**src/rtl/cw_pkg.sv**
```systemverilog
// cw_pkg: shared FSM states, LFSR polynomial and packet field layout for cw_chaffer
package cw_pkg;
  typedef enum logic [1:0] {IDLE, EMIT_A, EMIT_B} state_t;
  localparam logic [31:0] LFSR_POLY = 32'h80200003;
  function automatic int ctr_lsb(input int tagsize);
    return tagsize;
  endfunction
  function automatic int bit_pos(input int ctrsize, input int tagsize);
    return ctrsize + tagsize;
  endfunction
endpackage

```
**src/rtl/cw_lfsr.sv**
```systemverilog
// cw_lfsr: 32-bit right-shifting Galois LFSR exposing current and next tag/msb
module cw_lfsr
  import cw_pkg::*;
#(
  parameter logic [31:0] SEED = 32'h1,
  parameter int TAGSIZE = 16
) (
  input  logic               clk,
  input  logic               rst,
  input  logic               step,
  output logic [TAGSIZE-1:0] cur_tag,
  output logic               cur_msb,
  output logic [TAGSIZE-1:0] nxt_tag,
  output logic               nxt_msb
);
  localparam logic [31:0] INIT = SEED == 32'h0 ? 32'h1 : SEED;
  logic [31:0] state, nxt;
  assign nxt = state[0] ? (state >> 1) ^ LFSR_POLY : state >> 1;
  assign cur_tag = state[TAGSIZE-1:0];
  assign cur_msb = state[31];
  assign nxt_tag = nxt[TAGSIZE-1:0];
  assign nxt_msb = nxt[31];
  always_ff @(posedge clk)
    if (rst) state <= INIT;
    else if (step) state <= nxt;
endmodule

```
**src/rtl/cw_chaffer.sv**
```systemverilog
// cw_chaffer: emits a wheat/chaff packet pair per message bit in pseudo-random order
module cw_chaffer
  import cw_pkg::*;
#(
  parameter int CWBITS = 32,
  parameter int CTRSIZE = 16,
  parameter int TAGSIZE = 16,
  parameter int CACHESIZE = 10,
  parameter logic [31:0] LFSR_SEED = 32'hACE10001
) (
  input  logic                              clk,
  input  logic                              rstn,
  input  logic                              msg_valid,
  output logic                              msg_ready,
  input  logic [CWBITS-1:0]                 msg_data,
  input  logic                              tag_we,
  input  logic [$clog2(2*CACHESIZE)-1:0]    tag_waddr,
  input  logic [TAGSIZE-1:0]                tag_wdata,
  output logic                              pkt_valid,
  input  logic                              pkt_ready,
  output logic [CTRSIZE+TAGSIZE:0]          pkt_data,
  output logic                              pkt_last,
  output logic                              dbg_chaff
);
  localparam int AW = $clog2(2*CACHESIZE);
  localparam int PW = CACHESIZE > 1 ? $clog2(CACHESIZE) : 1;
  localparam int IW = CWBITS > 1 ? $clog2(CWBITS) : 1;
  localparam int BITP = bit_pos(CTRSIZE, TAGSIZE);
  localparam int CLSB = ctr_lsb(TAGSIZE);
  localparam logic [AW:0] NENT = (AW+1)'(2*CACHESIZE);
  state_t state, state_n;
  logic [CWBITS-1:0] sh, sh_nx;
  logic [IW-1:0] idx;
  logic [CTRSIZE-1:0] ctr, c_s;
  logic [PW-1:0] ptr, ptr_n, p_s;
  logic [TAGSIZE-1:0] cache [2*CACHESIZE];
  logic [TAGSIZE-1:0] cur_tag, nxt_tag, l_tag;
  logic cur_msb, nxt_msb, l_msb;
  logic take, fire, adv, second, last_bit, b_s, chaff_s;
  logic [AW-1:0] ridx;
  logic [CTRSIZE+TAGSIZE:0] pkt_n;
  assign take = msg_valid && msg_ready;
  assign fire = pkt_valid && pkt_ready;
  assign adv = state == EMIT_B;
  assign second = state == EMIT_A;
  assign last_bit = idx == IW'(CWBITS-1);
  assign sh_nx = sh >> 1;
  assign ptr_n = ptr == PW'(CACHESIZE-1) ? '0 : ptr + 1'b1;
  cw_lfsr #(.SEED(LFSR_SEED), .TAGSIZE(TAGSIZE)) u_lfsr (
    .clk(clk), .rst(rstn), .step(fire && adv),
    .cur_tag(cur_tag), .cur_msb(cur_msb), .nxt_tag(nxt_tag), .nxt_msb(nxt_msb)
  );
  // Operands of the packet registered at the next handshake: the first bit on
  // word accept, the pair's second half in EMIT_A, the following bit in EMIT_B.
  always_comb begin
    b_s = state == IDLE ? msg_data[0] : adv ? sh_nx[0] : sh[0];
    c_s = adv ? ctr + 1'b1 : ctr;
    p_s = adv ? ptr_n : ptr;
    l_tag = adv ? nxt_tag : cur_tag;
    l_msb = adv ? nxt_msb : cur_msb;
    chaff_s = second ? ~l_msb : l_msb;
    ridx = AW'({p_s, b_s});
    pkt_n = '0;
    pkt_n[BITP] = b_s ^ chaff_s;
    pkt_n[BITP-1:CLSB] = c_s;
    pkt_n[TAGSIZE-1:0] = chaff_s ? l_tag : cache[ridx];
  end
  always_comb begin
    state_n = state == IDLE ? (take ? EMIT_A : IDLE) :
              !fire ? state :
              second ? EMIT_B :
              last_bit ? IDLE : EMIT_A;
  end
  always_ff @(posedge clk)
    if (rstn) state <= IDLE;
    else state <= state_n;
  always_ff @(posedge clk)
    if (rstn) begin
      msg_ready <= 1'b0;
      pkt_valid <= 1'b0;
      pkt_data <= '0;
      pkt_last <= 1'b0;
      dbg_chaff <= 1'b0;
      sh <= '0;
      idx <= '0;
      ctr <= '0;
      ptr <= '0;
    end else begin
      msg_ready <= state_n == IDLE;
      if (take) begin
        sh <= msg_data;
        idx <= '0;
      end
      if (fire && adv) begin
        sh <= sh_nx;
        idx <= idx + 1'b1;
        ctr <= ctr + 1'b1;
        ptr <= ptr_n;
      end
      if (take || fire) begin
        pkt_valid <= !(adv && last_bit);
        pkt_data <= pkt_n;
        pkt_last <= second && last_bit;
        dbg_chaff <= chaff_s;
      end
    end
  always_ff @(posedge clk)
    if (rstn) begin
      for (int i = 0; i < 2*CACHESIZE; i++) cache[i] <= '0;
    end else if (tag_we && {1'b0, tag_waddr} < NENT) begin
      cache[tag_waddr] <= tag_wdata;
    end
endmodule
```
**config.mk**
```make
export PLATFORM = sky130hd
export DESIGN_NAME = cw_chaffer
export DESIGN_NICKNAME = d
export VERILOG_FILES = /design/src/rtl/cw_pkg.sv /design/src/rtl/cw_lfsr.sv /design/src/rtl/cw_chaffer.sv
export SDC_FILE = /design/constraint.sdc
export NUM_CORES = 1
export LEC_CHECK = 0
export BUFFER_PORTS_ARGS = -buffer_cell sky130_fd_sc_hd__buf_2
export CAP_MARGIN = 20
export CELL_PAD_IN_SITES_DETAIL_PLACEMENT = 0
export CELL_PAD_IN_SITES_GLOBAL_PLACEMENT = 1
export CORE_MARGIN = 5
export CORE_UTILIZATION = 35
export CTS_CLUSTER_DIAMETER = 200
export DETAILED_ROUTE_END_ITERATION = 7
export PLACE_DENSITY = 0.68
export SLEW_MARGIN = 20
export SYNTH_ARGS = -nofsm -noshare
export SYNTH_HDL_FRONTEND = slang
export SYNTH_HIERARCHICAL = 1
export SYNTH_SLANG_ARGS = --single-unit
```
**constraint.sdc**
```tcl
create_clock -name clk -period 3.1 [get_ports clk]
set_input_delay 0.62 -clock clk [delete_from_list [all_inputs] [get_ports clk]]
set_output_delay 0.62 -clock clk [all_outputs]
set_load 0.03 [all_outputs]
```
* Yosys cells after proc, flatten, opt, wreduce, memory -nomap -nowiden *
Memories as Yosys holds them, arrays and structs flattened.
Cells that the tools add are included.

word-level totals
  bits in registers = 128
  RAM bits = 320
  input bits = 58
  output and inout port bits = 37
  logic and storage cells = 64
  memories kept = 1

memories
  memory  depth  bits a word  read ports  clocked after Yosys merged registers in  wr ports  RTL line          RTL
  cache   20     16           1           0                                        20        cw_chaffer.sv:36  logic [TAGSIZE-1:0] cache [2*CACHESIZE];

cells by class
  add/sub/neg operators = 3
  order comparisons = 1
  eq/ne operators = 4
  muxes and demuxes = 27
  bitwise gates (word level) = 3
  reduce and logical (&&, ||, !) cells = 13

operators by type and width
  cell                                                                   number
  16-bit 2-to-1 mux                                                      4
  31-bit 2-to-1 mux                                                      2
  32-bit 2-to-1 mux                                                      1
  16-bit by 1-bit adder with 16-bit output, second input constant        1
  16-bit OR reduction                                                    1
  5-bit 2-to-1 mux                                                       3
  1-bit 2-to-1 mux                                                       12
  4-bit 2-to-1 mux                                                       2
  1-bit logical AND                                                      6
  2-bit 2-to-1 mux                                                       3
  5-bit by 1-bit adder with 5-bit output, second input constant          1
  5-bit equality test, second input constant                             1
  5-bit less-than comparator, second input constant                      1
  4-bit by 1-bit adder with 4-bit output, second input constant          1
  4-bit equality test, second input constant                             1
  2-bit logical NOT                                                      2
  3-bit NOT with 4-bit output                                            1
  2-bit by 1-bit equality test with 1-bit output, second input constant  1
  2-bit equality test, second input constant                             1
  2-bit nonzero test                                                     1
  2-bit OR reduction                                                     1
  1-bit logical NOT                                                      1
  1-bit logical OR                                                       1
  1-bit NOT                                                              1
  1-bit XOR                                                              1

* Logic depth before layout (Yosys ltp) *
  depth in word-level cells = 7
  gate-level depth with buffers = 12

* By module *
The synthesis kept the hierarchy.

modules (own cells, without submodules)
  module      times used  cells each  area an instance (um^2)  seq. area each (um^2)
  cw_chaffer  1           2368        27380.0                  17296.6
  cw_lfsr     1           142         1446.4                   640.6

* Worst setup path after synthesis *
No wires, ideal clock.

  path kind = input to register
  start point = input msg_data[0]
  end point = register pkt_data[2]
  setup time = 0.116 ns
  arrival time = 2.209 ns
  required time = 2.984 ns
  setup slack = 0.775 ns
  cell stages on the path = 9
  path buffers = 3
  cells stage by stage = mux2i_1 > o21a_1 > buf_4 > buf_6 > buf_6 > mux4_2 > a32oi_1 > nand4_1 > o211a_1

between the ends
  word-level cells in the longest chain between the ends = 3

ends and longest elaborated chain
  what                     RTL line           RTL
  from (decl)              cw_chaffer.sv:15   input logic [CWBITS-1:0] msg_data,
  1-bit 2-to-1 mux         cw_chaffer.sv:56   b_s = state == IDLE ? msg_data[0] : adv ? sh_nx[0] : sh[0];
  memory read 20 x 16 bit  -
  16-bit 2-to-1 mux        cw_chaffer.sv:66   pkt_n[TAGSIZE-1:0] = chaff_s ? l_tag : cache[ridx];
  to (signal assigned)     cw_chaffer.sv:102  pkt_data <= pkt_n;
  to (decl)                cw_chaffer.sv:21   output logic [CTRSIZE+TAGSIZE:0] pkt_data,

No other way between the ends.
A chain may end at the register's enable or synchronous reset.

==> key figures <==
Timing
  – Max Slew Vio Count: 0
  – Clock skew: 0.0163 ns
  – Fmax: 0.345 GHz
  – Hold slack: 0.274 ns
  – Worst slew pin tran: 0.812 ns
  – RSZ-0062 raised after global routing: false
  – Slew HR: 45.9%
  – Worst Slack Setup Final: 0.204 ns
  – Final min period: 2.90 ns
  – Setup violators final: 0
  – Final Hold Violating Endpoints: 0
  – Setup TNS: 0 ns
  – Tcrit/Tclk final: 93.4%

Synth
  – #FFs+latches synth: 640
  – Post-synth top area cell: edfxtp_1
  – Asr flop ratio synth: 0%
  – Yosys cell types: 83
  – Main synth FF type: edfxtp_1
  – Post-synth EDFFs: 512
  – Syn Inst Count: 2510
  – Most common cell in the netlist: edfxtp_1
  – Dominant cells by area after synthesis: edfxtp_1, dfxtp_1, and2_1
  – Most common library cells after synthesis: edfxtp_1, nand2_1, and2_1
  – Mapped Avg Cell Area: 11.5 um^2
  – Post-synthesis sequential area ratio: 62.2%
  – Synthesis warning total: 6
  – Area fraction of the dominant cell type after synthesis: 53.3%
  – Synthesized area: 28800 um^2

Final layout
  – Finished Core Util: 40.8%
  – Area Growth Syn to Fin: 15.9%
  – Final std cells w/o fill: 3874
  – # nets final: 2810
  – Share of cells above drive strength 1: 13.1%
  – Design Area, Final: 33400 um^2

Clock network
  – CTS buffer count: 70
  – TritonCTS clock tree: yes
  – Sink Count: 640
  – Clock Pin Slew Worst Setup and Hold Paths: 0.06 ns
  – H-tree depth: 3
  – Post-CTS Setup Inserts: 0
  – Clock root buffer master: clkbuf_16
  – Buffer levels on the longest clock path: 3
  – Later-pin clock latency in the skew report: 0.61 ns

Global route
  – Largest net degree at the start of global routing: 118
  – Gr ovfl total: 0
  – Met3 Usage GRT: 3.42%
  – Vias in the first global route: 19788
  – Most Crowded Layer GR: met2
  – Met2 global-route usage: 31.1%
  – Global-route wire length before repair: 125000 um
  – Gr usage total: 18.3%
  – GR Util met1: 23.8%
  – Initial antenna violation count: 2

Critical path
  – R2R cell count: 8
  – R2R Setup Slk: 0.20 ns
  – Kind of end point of the critical path: flip-flop
  – Reg2reg start: state[0]
  – Critical Path RT: 3.65 ns
  – Crit path kind: reg2reg
  – Worst Path Arrival: 3.44 ns
  – Worst reg2reg endpoint: pkt_data[11]
  – Critical path fanouts, max: 37
  – Crit start category: flip-flop

Route
  – DRT Wirelength: 83000 um
  – DR vias/cell: 5.10
  – Wire length per cell: 21.4 um
  – DRC: 0
  – Via Count: 19742
  – TritonRoute pass-1 iters: 5
  – Starting DRT DRC Count: 1643
  – Antenna-violating nets left: 0

Floorplan
  – Die Ht: 297 um
  – Starting density of the core: 35.2%
  – Io pins: 95
  – Die area: 88200 um^2
  – DIE WIDTH: 297 um
  – CORE AREA: 81800 um^2
  – Row cnt: 105

Placement
  – Post-DP Area: 31100 um^2
  – Routability cong.: 0.834
  – I/O Buffers: 94
  – Placed insts: 3745
  – Post-DP HPWL: 53700 um
  – Dpl ws: -0.0185 ns

Power
  – Pleak: 12.6 nW
  – Tot Pwr: 19.9 mW
  – Pwr/cell area: 595 nW/um^2
  – Peak supply drop: 0.432 mV

Outcome
  – Status: completed

Flow run
  – Maxcap violations: 0

Min path
  – Min-delay src: msg_data[30]
  – Hold depth: 3
  – Hold Crit Class: in2reg
  – Worst Hold End: sh[30]
power breakdown:
part | total (mW) | leakage (nW) | switching (mW) | internal, mW
registers | 9.96 | 5.96 | 0.176 | 9.78
logic | 1.60 | 5.55 | 1.10 | 0.499
clock network | 8.30 | 1.12 | 3.46 | 4.84
total | 19.9 | 12.6 | 4.73 | 15.1
what timing repair did:
action,4_1_cts,5_1_grt
gates resized for setup,0,2
hold buffers,0,0
endpoints found under the setup margin,0,4
layer usage:
layer	routed length, um	part of all wire, %
met2	40200	48
met1	35000	42
met5	0	0
met4	2350	2.8
met3	5460	6.6
cells in the final DEF (no fill, tap or decap), types with 74 or more instances in the layout:
cell type / Yosys / routed
a21oi_1: 78 / 77
and2_1: 321 / 321
buf_2: 44 / 93
buf_4: 53 / 87
clkbuf_16: 0 / 74
conb_1: 1 / 192
dfxtp_1: 128 / 127
edfxtp_1: 512 / 512
mux2i_1: 135 / 135
nand2_1: 428 / 427
nand3_1: 129 / 129
nor2_1: 162 / 161
kinds of logic (layout without fill, tap and decap cells):
group / count (synthesis) / in the layout / share of synthesized area (%)
AO/OA/AOI/OAI: 305 / 305 / 7.18
XOR/XNOR: 22 / 22 / 0.668
adder cells (fa/ha/maj): 5 / 5 / 0.217
buffers and inverters: 224 / 325 / 4.11
flip-flops: 640 / 640 / 62.2
multiplexers: 154 / 154 / 5.86
other: 1 / 194 / 0.0130
AND/OR/NAND/NOR: 1159 / 1159 / 19.7
final cells by class:
| cell class | instances | area [um^2] |
|---|---|---|
| clock inverter | 34 | 292 |
| antenna | 2 | 5.00 |
| tap | 1070 | 1340 |
| sequential | 640 | 17900 |
| timing repair buffer | 192 | 1360 |
| inverter | 6 | 22.5 |
| multi-input combinational | 1837 | 10500 |
| clock buffer | 93 | 1980 |
| fill | 7797 | 48500 |
sequential cells by signal, indices dropped and copies added, names as in the netlist:
name and cells:
state 2, pkt_last 1, ptr 4, dbg_chaff 1
u_lfsr/state 32, cache 512, sh 32, ctr 16
pkt_data 33, pkt_valid 1, idx 5, msg_ready 1
worst max-delay path: stages (launching register included):
cell,delay (ns)
dfxtp_1,0.37
and2b_1,0.38
buf_12,0.27
a21oi_1,0.13
o21a_1,0.25
nor2_1,0.56
o21ai_0,0.40
o211ai_1,0.26
a41o_1,0.20
worst max-delay path by stage:
stage                 from           end  slack [ns]  depth (start not counted)
2_1_floorplan  msg_data[0]   pkt_data[2]        0.77                          9
3_3_place_gp   msg_data[0]  pkt_data[11]      -0.002                          9
3_5_place_dp   msg_data[0]  pkt_data[11]       -0.02                          9
4_1_cts           state[1]  pkt_data[11]        0.08                          8
5_1_grt             ptr[1]   pkt_data[8]        0.03                         12
6_report          state[0]  pkt_data[11]        0.20                          8
(Power assumes the default switching activity.)
